==> src/rtl/sub_pp2_hs.sv <==
// Two-stage pipelined subtractor A-B, split at half width; optional clamp via SUB_PP2_SAT_EN.
// Latency 2 cycles, 1 result/cycle; valid/ready with combinational O_ready that opens when the pipe can advance.
module sub_pp2_hs #(
    parameter int C_IN1 = 12,
    parameter int C_IN2 = 12,
    parameter int C_OUT = 13
) (
    input  logic               I_clk,
    input  logic               I_rst,
    input  logic               I_valid,
    output logic               O_ready,
    input  logic [C_IN1-1:0]   I_a,
    input  logic [C_IN2-1:0]   I_b,
    output logic               O_valid,
    input  logic               I_ready,
    output logic [C_OUT-1:0]   O_dout,
    output logic               O_borrow,
    output logic [15:0]        O_cnt
);

    localparam int C_MAX = (C_IN1 > C_IN2) ? C_IN1 : C_IN2;
    localparam int C_IN  = C_MAX + (C_MAX % 2);
    localparam int H     = C_IN / 2;
    localparam int DW    = C_IN + 1;
    localparam int XW    = (C_OUT > DW) ? C_OUT : DW;

    logic [C_IN-1:0]        a_x, b_x;
    logic [H:0]             lo_d, hi_d;
    logic signed [DW-1:0]   d_s;
    logic signed [XW-1:0]   d_x;
    logic [C_OUT-1:0]       out_d;
    logic                   en1, en2;

    logic                   v1_q, bor1_q;
    logic [H-1:0]           lo_q, ahi_q, bhi_q;
    logic                   v2_q, borrow_q;
    logic [C_OUT-1:0]       dout_q;
    logic [15:0]            cnt_q;

    assign a_x = C_IN'(I_a);
    assign b_x = C_IN'(I_b);

    assign en2     = !v2_q || I_ready;
    assign en1     = !v1_q || en2;
    assign O_ready = en1;

    assign lo_d = {1'b0, a_x[H-1:0]} - {1'b0, b_x[H-1:0]};
    // The low-half borrow is folded into the upper difference so D needs no extra carry stage.
    assign hi_d = {1'b0, ahi_q} - {1'b0, bhi_q} - {{H{1'b0}}, bor1_q};
    assign d_s  = {hi_d, lo_q};
    assign d_x  = XW'(d_s);

    always_comb begin
        out_d = d_x[C_OUT-1:0];
`ifdef SUB_PP2_SAT_EN
        // Overflow when the bits above the output sign are not a pure sign extension.
        if (!(&d_x[XW-1:C_OUT-1]) && (|d_x[XW-1:C_OUT-1])) begin
            out_d = d_x[XW-1] ? {1'b1, {(C_OUT-1){1'b0}}} : {1'b0, {(C_OUT-1){1'b1}}};
        end
`endif
    end

    always_ff @(posedge I_clk or posedge I_rst) begin
        if (I_rst) begin
            v1_q     <= 1'b0;
            bor1_q   <= 1'b0;
            lo_q     <= '0;
            ahi_q    <= '0;
            bhi_q    <= '0;
            v2_q     <= 1'b0;
            borrow_q <= 1'b0;
            dout_q   <= '0;
            cnt_q    <= '0;
        end else begin
            if (en1) begin
                v1_q <= I_valid;
                if (I_valid) begin
                    lo_q   <= lo_d[H-1:0];
                    bor1_q <= lo_d[H];
                    ahi_q  <= a_x[C_IN-1:H];
                    bhi_q  <= b_x[C_IN-1:H];
                end
            end
            if (en2) begin
                v2_q <= v1_q;
                if (v1_q) begin
                    dout_q   <= out_d;
                    borrow_q <= d_s[DW-1];
                end
            end
            if (v2_q && I_ready) begin
                cnt_q <= cnt_q + 16'd1;
            end
        end
    end

    assign O_valid  = v2_q;
    assign O_dout   = dout_q;
    assign O_borrow = borrow_q;
    assign O_cnt    = cnt_q;

endmodule

==> config.mk <==
export PLATFORM = sky130hd
export DESIGN_NAME = sub_pp2_hs
export DESIGN_NICKNAME = d
export VERILOG_FILES = /design/src/rtl/sub_pp2_hs.sv
export SDC_FILE = /design/constraint.sdc
export NUM_CORES = 1
export LEC_CHECK = 0
export CAP_MARGIN = 10
export CORE_MARGIN = 5
export CORE_UTILIZATION = 53
export CTS_CLUSTER_SIZE = 16
export DETAILED_ROUTE_END_ITERATION = 7
export GPL_TIMING_DRIVEN = 0
export HOLD_SLACK_MARGIN = 0.1
export PLACE_DENSITY = 0.94
export SKIP_LAST_GASP = 1
export SLEW_MARGIN = 25
export SYNTH_ARGS = -nofsm -noshare
export SYNTH_HDL_FRONTEND = slang
export SYNTH_SLANG_ARGS = --single-unit
export TNS_END_PERCENT = 50
==> constraint.sdc <==
create_clock -name I_clk -period 6.5 [get_ports I_clk]
set_input_delay 1.625 -clock I_clk [delete_from_list [all_inputs] [get_ports I_clk]]
set_output_delay 1.625 -clock I_clk [all_outputs]
set_load 0.01 [all_outputs]
### After elaboration in Yosys (flattened, before gate mapping)

Cells that the tools add are included.

| word-level totals | value |
|---|---|
| input port bits | 28 |
| bits in registers | 51 |
| output and inout port bits | 32 |
| logic and storage cells | 20 |

| operators by class | value |
|---|---|
| reductions and logical operators | 7 |
| add/subtract/negate cells | 4 |

Operators with widths:

| kind | number |
|---|---|
| adder 16 x 1 -> 16 bit (second input constant) | 1 |
| subtractor 6 x 6 -> 7 bit | 2 |
| subtractor 7 x 1 -> 7 bit | 1 |
| AND reduction 2 bit | 2 |
| zero test 1 bit | 2 |
| logical OR 1 bit | 2 |
| logical AND 1 bit | 1 |

### Longest topological paths before layout

Gate-level depths: netlist of the first run.

| logic depth | value |
|---|---|
| depth in word-level cells | 4 |
| gate-level depth with buffers | 9 |
| gate-level depth less buffers | 9 |

### Worst setup path after synthesis of the first run

Ideal clock, no wire load.

| timing path | value |
|---|---|
| path kind | input to output |
| start | input I_ready |
| end | output O_ready |
| arrival | 1.853 ns |
| data required time | 4.875 ns |
| slack | 3.022 ns |
| stages on the path | 1 |
| path through | nand3b_1 |

| on the way | value |
|---|---|
| word-level cells in the longest chain between the ends | 2 |

RTL lines:

| element | RTL line | source |
|---|---|---|
| from (decl) | 15 | `input logic I_ready,` |
| logical OR 1 bit | 43 | `assign en2 = !v2_q \|\| I_ready;` |
| logical OR 1 bit | 44 | `assign en1 = !v1_q \|\| en2;` |
| to (decl) | 11 | `output logic O_ready,` |

No other way between the ends.

### Worst setup path after layout of the first run

Same ends and word-level chain as after synthesis.

==> impl_results.md, run 1 <==
* Crit-path most repeated cell: clkdlybuf4s50_1
* Clock group share of total power at 17.4%
* Ys flop type: dfrtp_1
* Detailed placement HPWL at 3960 µm
* PortBufs at 59
* Final WS setup at 2000 ps
* CTS resizes at 0
* Worst VDD drop at 0.000133 V
* Area grow syn2layout at 30.1%
* Slew @ Worst Pin at 403 ps
* Initial DRC Count at 64
* Placed Area at 3200 µm²
* Vias in the first global route at 1916
* Minimum period implied by the final worst setup slack at 4500 ps
* TritonCTS clock tree: yes
* Layout fillers at 361
* Reg power frac at 44.0%
* Post-synthesis sequential area ratio at 49.6%
* Final setup viols at 0
* Buffer count from post-CTS setup fixing at 0
* CP delay by family, top: buffers and inverters
* Site row count at 25
* CP max FO at 4
* Buf+Inv Stages, Crit Path at 2
* Warnings from Yosys at 0
* TNS Setup at 0 ps
* Comb pwr share at 38.6%
* WL final at 4870 µm
* Fin cells at 341
* Die width at 79.0 µm
* Fmax at 222 MHz
* Seq cells post-synth at 50
* Starting density of the core at 54.1%
* Gr usage total at 17.2%
* Area leader, netlist: dfrtp_1
* Post-Syn Area at 2520 µm²
* Clock sink count at 50
* Max incr delay on CP at 570 ps
* Hold Vio Cnt, Final at 0
* Via/cell ratio at 5.23
* Critical Path Sink Type: primary output
* Pin count of the biggest net entering global routing at 34
* Max Buffers Root-to-Sink at 2
* Via count at 1785
* Clk slew on worst S/H paths at 80 ps
* Crit path DAT at 2880 ps
* WL/cell at 14.3 µm
* Worst path cell trace: clkdlybuf4s50_1 > nand3b_1 > clkdlybuf4s50_1
* Worst setup SP type: primary input
* First-pass GRT wire length at 8440 µm
* RSZ-0062 raised after global routing: no
* CTS buffer count at 5
* Total gr overflow at 0
* Area contributors post-synth: dfrtp_1 (50%), mux2_2 (8.9%), ha_1 (8.4%)
* Drc violations at 0
* Nets at 336
* Crit Path Category: primary input to primary output
* Final Instance Area at 3280 µm²
* Status: finished clean
* Die area at 6240 µm²
* Psw at 315 µW
* Crit path max-delay cell type: clkdlybuf4s50_1
* Leak at 0.00148 µW
* Worst Skew at 4.48 ps
* Placed cell count at 335
* Class of the worst hold path: flip-flop to flip-flop
* Max-Cap Viols at 0
* Post-synth net total at 269
* I/O pins at 60
* Critical Path RT at 4880 ps
* Clk_lat worst skew at 290 ps
* Placer Congestion at 0.826
* Post-synth cell types at 36
* Area share of the largest cell type after synthesis at 49.6%
* Post-synth EDFFs at 0
* Max-slew violations at 0
* Initial antenna violation count at 0
* Root Buffer: clkbuf_8
* Post-detailed-route count of antenna-violating nets at 0
* Part of the cycle the worst path needs at 69.3%
* Pint at 686 µW
* Post-Place Setup Slack at 1990 ps
* Pwr dens at 305 nW/µm²
* First drt pass iteration count at 4
* CORE AREA at 4660 µm²
* Sw frac at 31.5%
* Post-synth ARST share at 100%
* Share of cells above drive strength 1 at 12.5%
* Diodes inserted at 0
* Average size of a mapped cell at 11.4 µm²
* CTS hold repair buffers at 0
* Slew HR at 73.1%
* H-tree depth at 2
* Synth Instances at 221
* Die height at 79.0 µm
metal layers:
layer / up-vias / track usage, % / wire length, µm
li1: 871 / - / -
met5: - / 0 / 0
met3: 8 / 3.63 / 212
met4: 0 / 6.53 / 77
met1: 860 / 19.1 / 1940
met2: 46 / 32.1 / 2650
area by class of cell:
| cell class | instances | area, µm² | area share, % |
|---|---|---|---|
| buffer | 4 | 23.8 | 0.724 |
| clock buffer | 6 | 82.6 | 2.51 |
| inverter | 23 | 86.3 | 2.63 |
| multi-input combinational | 144 | 1160 | 35.4 |
| sequential | 50 | 1250 | 38.1 |
| tap | 54 | 67.6 | 2.06 |
| timing repair buffer | 60 | 611 | 18.6 |
power by group through the flow:
stage | clock network, µW | registers (µW) | logic, µW
global route | 194 | 452 | 428
detailed placement | 0 | 447 | 392
CTS | 178 | 441 | 394
floorplan | 0 | 459 | 195
finish | 174 | 441 | 387
global placement | 0 | 442 | 372
placed cells by master, fill, tap and decap left out, types with 2 or more instances in the layout:
cell              n
xnor2_1          17
nor3_1            3
a21oi_1           3
nand4_1           2
xor2_1            5
mux2_2           20
nor2_1            6
clkbuf_8          6
clkdlybuf4s50_1  59
o21ai_0          11
o31ai_1           2
nand3_1           5
ha_1             17
o21a_1            2
a211oi_1          2
o21ai_1           3
inv_1            22
nand2_1          20
nand3b_1          2
buf_4             2
fa_1              3
nand2b_1          7
dfrtp_1          50
a21o_1            2
registers in the layout (all words and copies together) (netlist names):
register / flops
O_dout: 12
bhi_q: 6
O_cnt: 16
ahi_q: 6
O_borrow: 1
bor1_q: 1
O_valid: 1
v1_q: 1
lo_q: 6
cell families (layout without fill, tap and decap cells):
| group | Yosys count | in the layout | synth area share [%] |
|---|---|---|---|
| compound gates | 28 | 28 | 6.74 |
| fa+ha+maj | 20 | 20 | 10.8 |
| buf+inv | 27 | 93 | 4.36 |
| mux | 20 | 20 | 8.92 |
| xor+xnor | 22 | 22 | 7.63 |
| simple gates | 54 | 54 | 11.9 |
| flops | 50 | 50 | 49.6 |
final timing paths:
kind / from / end / slack, ps / cells after the start
setup / recovery: I_ready / O_ready / 2000 / 3
hold / removal: lo_q[0] / lo_q[0] / 480 / 2
setup reg to reg: bor1_q / O_borrow / 4230 / 8
hold reg to reg: lo_q[0] / lo_q[0] / 480 / 2
max in group asynchronous: I_rst / lo_q[0] / 4370 / 3
min in group asynchronous: I_rst / ahi_q[5] / 1630 / 2
per-stage QoR:
step | hold WS, ps | utilization [%] | power (µW)
2_1_floorplan | 445 | - | 654
3_5_place_dp | 474 | 68.7 | 840
5_1_grt | 512 | 70.5 | 1070
3_3_place_gp | 459 | 68.3 | 814
4_1_cts | 491 | 70.5 | 1010
6_report | 481 | 70.5 | 1000
worst register-to-register path, cell delays in order (launching register included):
cell	delay, ps
dfrtp_1	370
inv_1	70
fa_1	470
fa_1	420
nand2b_1	190
a31o_1	240
a21oi_1	180
xnor2_1	140
o21ai_1	70
synth_stat cells (3+ instances only):
cell type	number
dfrtp_1	50
inv_1	23
mux2_2	20
nand2_1	20
ha_1	17
xnor2_1	17
o21ai_0	11
nand2b_1	7
nor2_1	6
nand3_1	5
xor2_1	5
a21oi_1	3
fa_1	3
nor3_1	3
o21ai_1	3
No activity file was read; power rests on OpenSTA's default activity.
==> inputs of run 2 (changes only) <==
- CORE_UTILIZATION: 53 -> 45
- PLACE_DENSITY: 0.94 -> 0.86
- clock period: 6.5 -> 4 ns (I/O delays scaled with it)
==> run 2 against run 1 <==
  * Sequential power grew 61%
  * Wire length down 2.5%
  * Non-clock buffer count stayed put
==> impl_results.md, run 2 (synthesis results as in run 1) <==
* Status: finished clean
* Max reg flops at 16
* Pwr dens at 498 nW/µm²
* WL final at 4750 µm
* Pin count of the biggest net entering global routing at 29
* RSZ-0062 raised after global routing: no
* Post-detailed-route count of antenna-violating nets at 0
* First-pass GRT wire length at 8200 µm
* Max Buffers Root-to-Sink at 2
* Clock sink count at 50
* Vias in the first global route at 1835
* Minimum period implied by the final worst setup slack at 3260 ps
* Slew HR at 66.5%
* HP Start: lo_q[5]
* First drt pass iteration count at 4
* Nets at 336
* Layout fillers at 503
* Fin util at 60.8%
* TNS Setup at 0 ps
* Placer Congestion at 0.785
* Reg2Reg Launch Point: bor1_q
* Via/cell ratio at 4.94
* Root Buffer: clkbuf_8
* Max-Cap Viols at 0
* Hold endpoint: lo_q[5]
* Initial DRC Count at 40
* Worst setup SP type: primary input
* I/O pins at 60
* Initial antenna violation count at 0
* Final setup viols at 0
* Crit Path Category: primary input to primary output
* Slew @ Worst Pin at 501 ps
* Area grow syn2layout at 31.9%
* Share of cells above drive strength 1 at 13.1%
* WL/cell at 13.2 µm
* Diodes inserted at 0
* CP max FO at 4
* Critical Path RT at 3000 ps
* Drc violations at 0
* Max-slew violations at 0
* Via count at 1784
* Starting density of the core at 46.1%
* TritonCTS clock tree: yes
* Pwr Total at 1660 µW
* Worst VDD drop at 0.000188 V
* Gr usage total at 14.0%
* Final Instance Area at 3330 µm²
* Crit path DAT at 2260 ps
* Flop-to-flop setup slack at 1730 ps
* Leak at 0.00149 µW
* Total gr overflow at 0
* CTS hold repair buffers at 0
* Commonest non-fill, non-tap cell in the layout: clkdlybuf4s50_1
* CORE AREA at 5470 µm²
* Routing usage on met1 at 15.5%
* RR Endpoint: O_borrow
* Footprint of the multi-input gates at 1160 µm²
* Placed Area at 3220 µm²
* Part of the cycle the worst path needs at 81.5%
* Final WS setup at 739 ps
* Commonest cells after routing, fill and taps aside: clkdlybuf4s50_1 (59), dfrtp_1 (50), inv_1 (22)
* Buffer count from post-CTS setup fixing at 0
* Detailed placement HPWL at 3870 µm
* Register Area at 1250 µm²
* Hold Vio Cnt, Final at 0
* Fmax at 307 MHz
* Die area at 7210 µm²
* Clk_lat worst skew at 300 ps
* Site row count at 27
* H-tree depth at 2
* Gr busiest metal: met2
* Die height at 84.9 µm
* Post-Place Setup Slack at 740 ps
* Worst Hold Depth at 2
* CTS buffer count at 5
* Class of the worst hold path: flip-flop to flip-flop
* Clk slew on worst S/H paths at 90 ps
* CTS resizes at 0
* Critical Path Sink Type: primary output
* Met3 Track Usage GR at 3.01%
* Worst Skew at 7.65 ps
* Worst-case reg-to-reg path depth at 8
* Die width at 84.9 µm
* Met2 Usage GRT at 26.8%
* PortBufs at 59
==> run 2: power breakdown <==
part	switching (µW)	internal, µW
Sequential	90.5	621
Combinational	268	360
Clock	160	159
Total	519	1140
==> run 2: how the worst max path moves through the flow <==
| stage | start | endpoint | slack (ps) | cells after the start |
|---|---|---|---|---|
| after global routing | I_ready | O_ready | 710 | 3 |
| final | I_ready | O_ready | 740 | 3 |
| after floorplan | I_a[0] | bor1_q | 1620 | 8 |
| after global placement | I_ready | O_ready | 730 | 3 |
| after CTS | I_ready | O_ready | 730 | 3 |
| after detailed placement | I_ready | O_ready | 740 | 3 |
==> run 2: per-stage QoR <==
step / cells / hold slack, ps
after floorplan: 221 / 445
final: 361 / 484
after detailed placement: 353 / 471
after global routing: 361 / 502
after CTS: 361 / 491
after global placement: 352 / 459
==> run 2: critical path, stage by stage <==
cell and delay (ps):
clkdlybuf4s50_1 510, nand3b_1 180, clkdlybuf4s50_1 570
==> run 2: per-layer routing <==
layer	part of all wire, %	wire length, µm	vias to the layer above
met4	0.44	21	0
met3	5.0	238	4
met1	39	1860	863
met5	0	0	-
met2	55	2630	39
li1	-	-	878
==> run 2: area by class of cell <==
type	instances	share of cell area (%)
multi-input cells	144	34.9
well taps	72	2.71
clock buffers	7	2.89
plain buffers	4	0.714
inverters	23	2.59
clock inverters	1	0.263
flip-flops and latches	50	37.6
repair buffers	60	18.3
==> inputs of run 3 (changes only) <==
- CORE_UTILIZATION: 45 -> 50
- PLACE_DENSITY: 0.86 -> 0.9
- clock period: 4 -> 3.1 ns (I/O delays scaled with it)
==> run 3 against run 2 <==
  * Largest power group unchanged
  * Register-to-register slack worse by 880 ps
  * Die area decreased by 8.8%
  * Clock power is 39% higher
  * Critical path depth unchanged
  * Non-clock buffer count is the same
  * Worst hold slack got worse by 3.3 ps
  * Cell count down 1.4%
==> impl_results.md, run 3 (synthesis results as in run 1) <==
* Placer Congestion at 0.767
* First drt pass iteration count at 4
* Crit Path Category: primary input to primary output
* Status: finished clean
* Footprint of the multi-input gates at 1160 µm²
* Pin count of the biggest net entering global routing at 33
* Slew @ Worst Pin at 427 ps
* Gr usage total at 16.0%
* Nets at 336
* CORE AREA at 4820 µm²
* TNS Setup at 0 ps
* Max-slew violations at 0
* RSZ-0062 raised after global routing: no
* Die height at 81.0 µm
* Worst setup SP type: primary input
* Clock sink count at 50
* Vias in the first global route at 1768
* Placed cell count at 348
* Worst Skew at 6.26 ps
* Critical Path RT at 2320 ps
* Part of the cycle the worst path needs at 90.9%
* Clk_lat worst skew at 290 ps
* Starting density of the core at 52.4%
* Post-detailed-route count of antenna-violating nets at 0
* I/O pins at 60
* Register Area at 1250 µm²
* Layout fillers at 391
* CTS resizes at 0
* Hold Vio Cnt, Final at 0
* CP max FO at 4
* Share of cells above drive strength 1 at 12.8%
* Slew HR at 71.3%
* WL/cell at 13.3 µm
* Crit path DAT at 2040 ps
* Site row count at 25
* CTS buffer count at 5
* Area grow syn2layout at 31.9%
* TritonCTS clock tree: yes
* Max reg flops at 16
* CTS hold repair buffers at 0
* Total gr overflow at 0
* Diodes inserted at 0
* Initial DRC Count at 60
* Detailed placement HPWL at 3910 µm
* PortBufs at 59
* Via count at 1766
* Critical Path Sink Type: primary output
* Worst VDD drop at 0.000336 V
* Fin cells at 356
* Root Buffer: clkbuf_8
* Initial antenna violation count at 0
* Commonest cells after routing, fill and taps aside: clkdlybuf4s50_1 (59), dfrtp_1 (50), inv_1 (22)
* Die width at 81.0 µm
* WL final at 4720 µm
* Max-Cap Viols at 0
* Drc violations at 0
* Class of the worst hold path: flip-flop to flip-flop
* Fin util at 69.1%
* Buffer count from post-CTS setup fixing at 0
* Die area at 6570 µm²
* Pwr dens at 654 nW/µm²
* Final setup viols at 0
* Fmax at 355 MHz
* Max Buffers Root-to-Sink at 2
* Minimum period implied by the final worst setup slack at 2820 ps
* Commonest non-fill, non-tap cell in the layout: clkdlybuf4s50_1
* Via/cell ratio at 4.96
* Leak at 0.00149 µW
* H-tree depth at 2
* Clk slew on worst S/H paths at 90 ps
* First-pass GRT wire length at 8190 µm
[run 3: cell type report]
type / count / area share (%)
buffer: 4 / 0.714
clock buffer: 6 / 2.18
clock inverter: 2 / 1.13
inverter: 23 / 2.59
multi-input combinational: 144 / 34.9
sequential: 50 / 37.6
tap: 67 / 2.52
timing repair buffer: 60 / 18.3
[run 3: per-stage QoR]
| step | power [µW] | setup slack (ps) | hold WS [ps] | area, µm² |
|---|---|---|---|---|
| global placement | 1710 | 223 | 460 | 3200 |
| finish | 2180 | 281 | 481 | 3330 |
| floorplan | 1370 | 949 | 445 | 2520 |
| detailed placement | 1760 | 271 | 472 | 3220 |
| global route | 2330 | 204 | 509 | 3330 |
| CTS | 2210 | 258 | 491 | 3330 |
[run 3: report_power, final]
| group | leakage [µW] | total [µW] | internal (µW) | switching (µW) |
|---|---|---|---|---|
| sequential | 0.000617 | 921 | 802 | 119 |
| clock | 0.0000514 | 444 | 241 | 203 |
| combinational | 0.000821 | 811 | 464 | 348 |
[run 3: worst paths after layout]
| kind | to | cells past startpoint | start | slack [ps] |
|---|---|---|---|---|
| max | O_ready | 3 | I_ready | 280 |
| min | O_cnt[15] | 1 | O_cnt[15] | 480 |
| max reg2reg | O_borrow | 8 | bor1_q | 850 |
| min reg2reg | O_cnt[15] | 1 | O_cnt[15] | 480 |
| max in group asynchronous | O_dout[10] | 3 | I_rst | 1820 |
| min in group asynchronous | O_cnt[9] | 2 | I_rst | 780 |
[run 3: layer usage]
layer / vias to the layer above / wire length, µm / track usage [%]
li1: 875 / - / -
met1: 839 / 2040 / 20.6
met2: 47 / 2410 / 27.7
met3: 5 / 219 / 3.33
met4: 0 / 52 / 4.05
met5: - / 0 / 0
[run 3: critical path, stage by stage]
cell and delay (ps):
clkdlybuf4s50_1 510, nand3b_1 180, clkdlybuf4s50_1 580
==> RTL change 1: new RTL, settings of run 2 <==
`C_IN2`: 12 -> 6.
--- a/src/rtl/sub_pp2_hs.sv
+++ b/src/rtl/sub_pp2_hs.sv
@@ -3,5 +3,5 @@
 module sub_pp2_hs #(
     parameter int C_IN1 = 12,
-    parameter int C_IN2 = 12,
+    parameter int C_IN2 = 6,
     parameter int C_OUT = 13
 ) (
Interface: changed (resized I_b); port bits go from 60 to 54. No check against the original RTL was run, so the function may have changed too.
==> RTL change 1 against run 2 <==
Critical path depth stayed put. Critical endpoint unchanged. Highest routed layer unchanged. Largest power group unchanged. Die area is 16% lower. Combinational power down 38%. Count of clock-buffer cells in the layout shrank 1. Sequential share of layout area is 2.0 points higher. Routed wire length fell by 15%. Total power decreased by 23%. Setup slack got worse by 0.083 ns. Cell area is 16% lower. Sequential cell count shrank 6. Fmax fell by 2.5%. Synthesized area down 18%.
==> RTL change 1: results (changes against run 2) <==
[metrics] total routing usage reported by global routing: 14.2% (was 14.0%)
[metrics] met2 capacity usage during global routing: 24.2% (was 26.8%)
[metrics] highest cell delay on the worst timing path: 0.58 ns
[metrics] max FFs per register: 16 (unchanged)
[metrics] syn_nets: 212 (was 269)
[metrics] outcome: complete, no violations (unchanged)
[metrics] Area after DPL: 2690 sq um (was 3220 sq um)
[metrics] Post-layout nets: 273 (was 336)
[metrics] leading post-synthesis cells by cell area: sky130_fd_sc_hd__dfrtp_1 53%, sky130_fd_sc_hd__mux2_2 7.6%, sky130_fd_sc_hd__ha_1 5.4%, sky130_fd_sc_hd__xnor2_1 5.1%, sky130_fd_sc_hd__nand2_1 4.0% (was sky130_fd_sc_hd__dfrtp_1 50%, sky130_fd_sc_hd__mux2_2 8.9%, sky130_fd_sc_hd__ha_1 8.4%, sky130_fd_sc_hd__xnor2_1 5.9%, sky130_fd_sc_hd__inv_1 3.4%)
[metrics] Port Buffers: 53 (was 59)
[metrics] wire length on met1: 1.71 mm (was 1.86 mm)
[metrics] ratio of cells with drive above 1 in the final layout: 12.8% (was 13.1%)
[metrics] met3 routing resource usage after global routing: 3.94% (was 3.01%)
[metrics] pre-CTS WS: 0.668 ns (was 0.740 ns)
[metrics] routed vias: 1,498 (was 1,784)
[metrics] weighted congestion at the end of routability-driven global placement: 0.840 (was 0.785)
[metrics] met2 routed wirelength: 2.05 mm (was 2.63 mm)
[metrics] met1 capacity usage during global routing: 16.7% (was 15.5%)
[metrics] met3 layer wire length in the routed design: 231 um (was 238 um)
[metrics] initial antenna violation count: 0 (unchanged)
[metrics] peak supply drop: 0.206 mV (was 0.188 mV)
[metrics] leak pwr: 1.25 nW (was 1.49 nW)
[metrics] Top Metal Used: met4 (unchanged)
[metrics] diode count: 0 (unchanged)
[metrics] transition time at the pin with the least slew margin: 0.396 ns (was 0.501 ns)
[metrics] switching fraction of total power: 29.7% (was 31.3%)
[metrics] starting DRC count in detailed routing: 81 (was 40)
[metrics] total instance count after detailed placement: 286 (was 353)
[metrics] first-pass GRT wire length: 6.87 mm (was 8.20 mm)
[metrics] detailed placement HPWL: 3.16 mm (was 3.87 mm)
[metrics] Setup Skew: 0.00681 ns (was 0.00765 ns)
[metrics] sequential-to-total area share from yosys stat: 53.1% (was 49.6%)
[metrics] Routed wire per std cell: 13.8 um (was 13.2 um)
[metrics] clock root buffer: sky130_fd_sc_hd__clkbuf_8 (unchanged)
[metrics] Finished Layout Cells: 294 (was 361)
[metrics] arrival time of the worst setup path: 2.34 ns (was 2.26 ns)
[metrics] most used standard cells in the synthesized netlist: 44 x sky130_fd_sc_hd__dfrtp_1, 22 x sky130_fd_sc_hd__nand2_1, 14 x sky130_fd_sc_hd__mux2_2 (was 50 x sky130_fd_sc_hd__dfrtp_1, 23 x sky130_fd_sc_hd__inv_1, 20 x sky130_fd_sc_hd__mux2_2, 20 x sky130_fd_sc_hd__nand2_1)
[metrics] cell count after synthesis: 180 (was 221)
-- RTL change 1: cell count changes in the layout (fill, tap and decap cells not counted), moves of 5 or more --
cell                              change
sky130_fd_sc_hd__mux2_2               -6
sky130_fd_sc_hd__xnor2_1              -5
sky130_fd_sc_hd__dfrtp_1              -6
sky130_fd_sc_hd__inv_1               -12
sky130_fd_sc_hd__ha_1                 -8
sky130_fd_sc_hd__clkdlybuf4s50_1      -6
-- RTL change 1: power by group through the flow --
stage / registers, mW / logic (mW) / clock network [mW]
floorplan: 0.638 / 0.163 / 0
global placement: 0.616 / 0.379 / 0
detailed placement: 0.621 / 0.391 / 0
CTS: 0.613 / 0.394 / 0.287
global route: 0.625 / 0.422 / 0.308
finish: 0.610 / 0.387 / 0.282
-- RTL change 1: kinds of logic after synthesis --
family | Yosys count | share of synthesized area [%]
xor gates and xnor gates | 20 | 8.45
buffers and inverters | 16 | 3.86
and+or+nand+nor | 53 | 13.5
adders and majority gates | 10 | 6.40
muxes | 14 | 7.61
DFF | 44 | 53.1
AOI/OAI and AO/OA | 23 | 7.00
-- RTL change 1: final cells by class --
class	instances	area [sq um]
buffer	5	38.8
clock inverter	2	10.0
inverter	11	41.3
fill	379	1630
timing repair buffer	54	551
multi-input combinational	120	891
tap	52	65.1
sequential	44	1100
clock buffer	6	82.6
-- RTL change 1: final timing paths --
path | startpoint | to | cells after the start | slack [ns]
worst max register to register | O_cnt[0] | O_cnt[12] | 5 | 2.46
worst min register to register | O_dout[8] | O_dout[8] | 2 | 0.48
min in group asynchronous | I_rst | O_cnt[13] | 2 | 0.99
worst min-delay path | O_dout[8] | O_dout[8] | 2 | 0.48
worst max-delay path | I_ready | O_ready | 3 | 0.66
max in group asynchronous | I_rst | O_dout[0] | 3 | 2.54
==> RTL change 2: new RTL, flow settings as in run 2 <==
Without the edit above. Reset style: synchronous (`I_rst`), changed in one clocked block.
--- a/src/rtl/sub_pp2_hs.sv
+++ b/src/rtl/sub_pp2_hs.sv
@@ -61,5 +61,5 @@
     end
 
-    always_ff @(posedge I_clk or posedge I_rst) begin
+    always_ff @(posedge I_clk) begin
         if (I_rst) begin
             v1_q     <= 1'b0;
Function: differs if I_rst is asserted again (counterexample within 4 cycles, from zero or initial values and one cycle with I_rst high); with I_rst held inactive, the same outputs for 10 cycles.
==> RTL change 2 against run 2 <==
Largest cell class is now multi-input combinational cells. Global-route usage up 2.7 points. Fmax down 3.7%. Synthesized area up 1.8%. Cell area about the same. Clock skew up 0.0026 ns. Register-to-register slack worse by 0.11 ns. Setup slack worse by 0.13 ns. Routed wire length up 27%. Sequential cell count unchanged.
Power is not compared: it rests on default switching activity, and its combinational part moved more than twofold at a synthesized area within 25%.
==> RTL change 2: results (changes against run 2) <==
[metrics] worst reg2reg endpoint: O_borrow (unchanged)
[metrics] start of the worst register-to-register path: bor1_q (unchanged)
[metrics] starting DRC count in detailed routing: 179 (was 40)
[metrics] most used standard cells in the synthesized netlist: 50 x sky130_fd_sc_hd__dfxtp_1, 49 x sky130_fd_sc_hd__nand2_1, 30 x sky130_fd_sc_hd__a21oi_1 (was 50 x sky130_fd_sc_hd__dfrtp_1, 23 x sky130_fd_sc_hd__inv_1, 20 x sky130_fd_sc_hd__mux2_2, 20 x sky130_fd_sc_hd__nand2_1)
[metrics] pin count of the biggest net entering global routing: 16 (was 29)
[metrics] vias in the first global route: 2,188 (was 1,835)
[metrics] arrival time of the worst setup path: 2.39 ns (was 2.26 ns)
[metrics] routed wire length: 6.03 mm (was 4.75 mm)
[metrics] ratio of cells with drive above 1 in the final layout: 5.63% (was 13.1%)
[metrics] Synth async-reset ratio: 0% (was 100%)
[metrics] Compound-Gate Fraction of Synth Area: 13.8% (was 6.74%)
[metrics] detailed placement HPWL: 4.71 mm (was 3.87 mm)
[metrics] first-pass GRT wire length: 9.97 mm (was 8.20 mm)
[metrics] total routing usage reported by global routing: 16.7% (was 14.0%)
[metrics] Synth Area in XOR/XNOR: 4.09% (was 7.64%)
[metrics] critical path fanouts, max: 6 (was 4)
[metrics] Post-layout nets: 420 (was 336)
[metrics] vias per cell: 5.18 (was 4.94)
[metrics] count of cell types in the netlist: 44 (was 36)
[metrics] transition time at the pin with the least slew margin: 0.527 ns (was 0.501 ns)
[metrics] Setup Skew: 0.0102 ns (was 0.00765 ns)
[metrics] number of cells on the worst reg-to-reg path: 7 (was 8)
[metrics] arithmetic-cell share of the synthesized area counting full adders, half adders and majority gates: 10.6% (was 10.8%)
[metrics] syn_nets: 355 (was 269)
[metrics] weighted congestion at the end of routability-driven global placement: 0.864 (was 0.785)
[metrics] outcome: complete, no violations (unchanged)
[metrics] sequential-to-total area share from yosys stat: 38.9% (was 49.6%)
[metrics] leading post-synthesis cells by cell area: sky130_fd_sc_hd__dfxtp_1 39%, sky130_fd_sc_hd__ha_1 8.3%, sky130_fd_sc_hd__nand2_1 7.2%, sky130_fd_sc_hd__a21oi_1 5.8%, sky130_fd_sc_hd__inv_1 3.7% (was sky130_fd_sc_hd__dfrtp_1 50%, sky130_fd_sc_hd__mux2_2 8.9%, sky130_fd_sc_hd__ha_1 8.4%, sky130_fd_sc_hd__xnor2_1 5.9%, sky130_fd_sc_hd__inv_1 3.4%)
[metrics] flop2flop setup slack: 1.62 ns (was 1.73 ns)
==> RTL change 2: layer usage <==
metal | track usage [%] | up-vias | wire [um]
met3 | 3.07 | 8 | 324
met2 | 29.4 | 56 | 3090
met1 | 20.0 | 1062 | 2530
li1 | - | 1179 | -
met4 | 6.91 | 0 | 88
met5 | 0 | - | 0
==> RTL change 2: kinds of logic after synthesis <==
family,after synthesis
buffers and inverters,41
XOR/XNOR,12
flip-flops,50
AND/OR/NAND/NOR,125
multiplexers,1
AO/OA/AOI/OAI,58
adder cells (fa/ha/maj),20
==> RTL change 2: area by class of cell <==
type                    instances  area (sq um)
repair buffers                 58           581
flip-flops and latches         50          1000
plain buffers                  16          71.3
fillers                       496          2210
multi-input cells             216          1400
clock buffers                   6          72.6
clock inverters                 2          13.8
well taps                      72          90.1
inverters                      25          93.8
==> RTL change 2: worst min-delay path by stage <==
stage,to,cells after the start,start
2_1_floorplan,O_dout[3],2,lo_q[3]
3_3_place_gp,O_dout[3],2,lo_q[3]
3_5_place_dp,O_dout[0],2,lo_q[0]
4_1_cts,O_dout[0],2,lo_q[0]
5_1_grt,bhi_q[3],2,bhi_q[3]
6_report,O_dout[0],2,lo_q[0]
==> RTL change 2: worst max-delay path, cell delays in order <==
cell                              delay [ns]
sky130_fd_sc_hd__clkdlybuf4s50_1        0.57
sky130_fd_sc_hd__nand3b_1               0.24
sky130_fd_sc_hd__clkdlybuf4s50_1        0.57
==> RTL change 2: stage by stage <==
stage	cells	worst slack (ns)	hold WS (ns)	instance area (sq um)	total power, mW
floorplan	307	1.60	0.427	2570	0.669
global route	445	0.558	0.487	3330	1.08
global placement	437	0.617	0.435	3240	0.742
finish	445	0.613	0.462	3330	1.03
detailed placement	437	0.613	0.448	3240	0.750
CTS	445	0.608	0.462	3330	1.04
==> RTL change 2: where the power goes <==
group	internal [mW]	switching (mW)
clock	0.124	0.167
combinational	0.103	0.100
sequential	0.521	0.0146
total	0.748	0.282
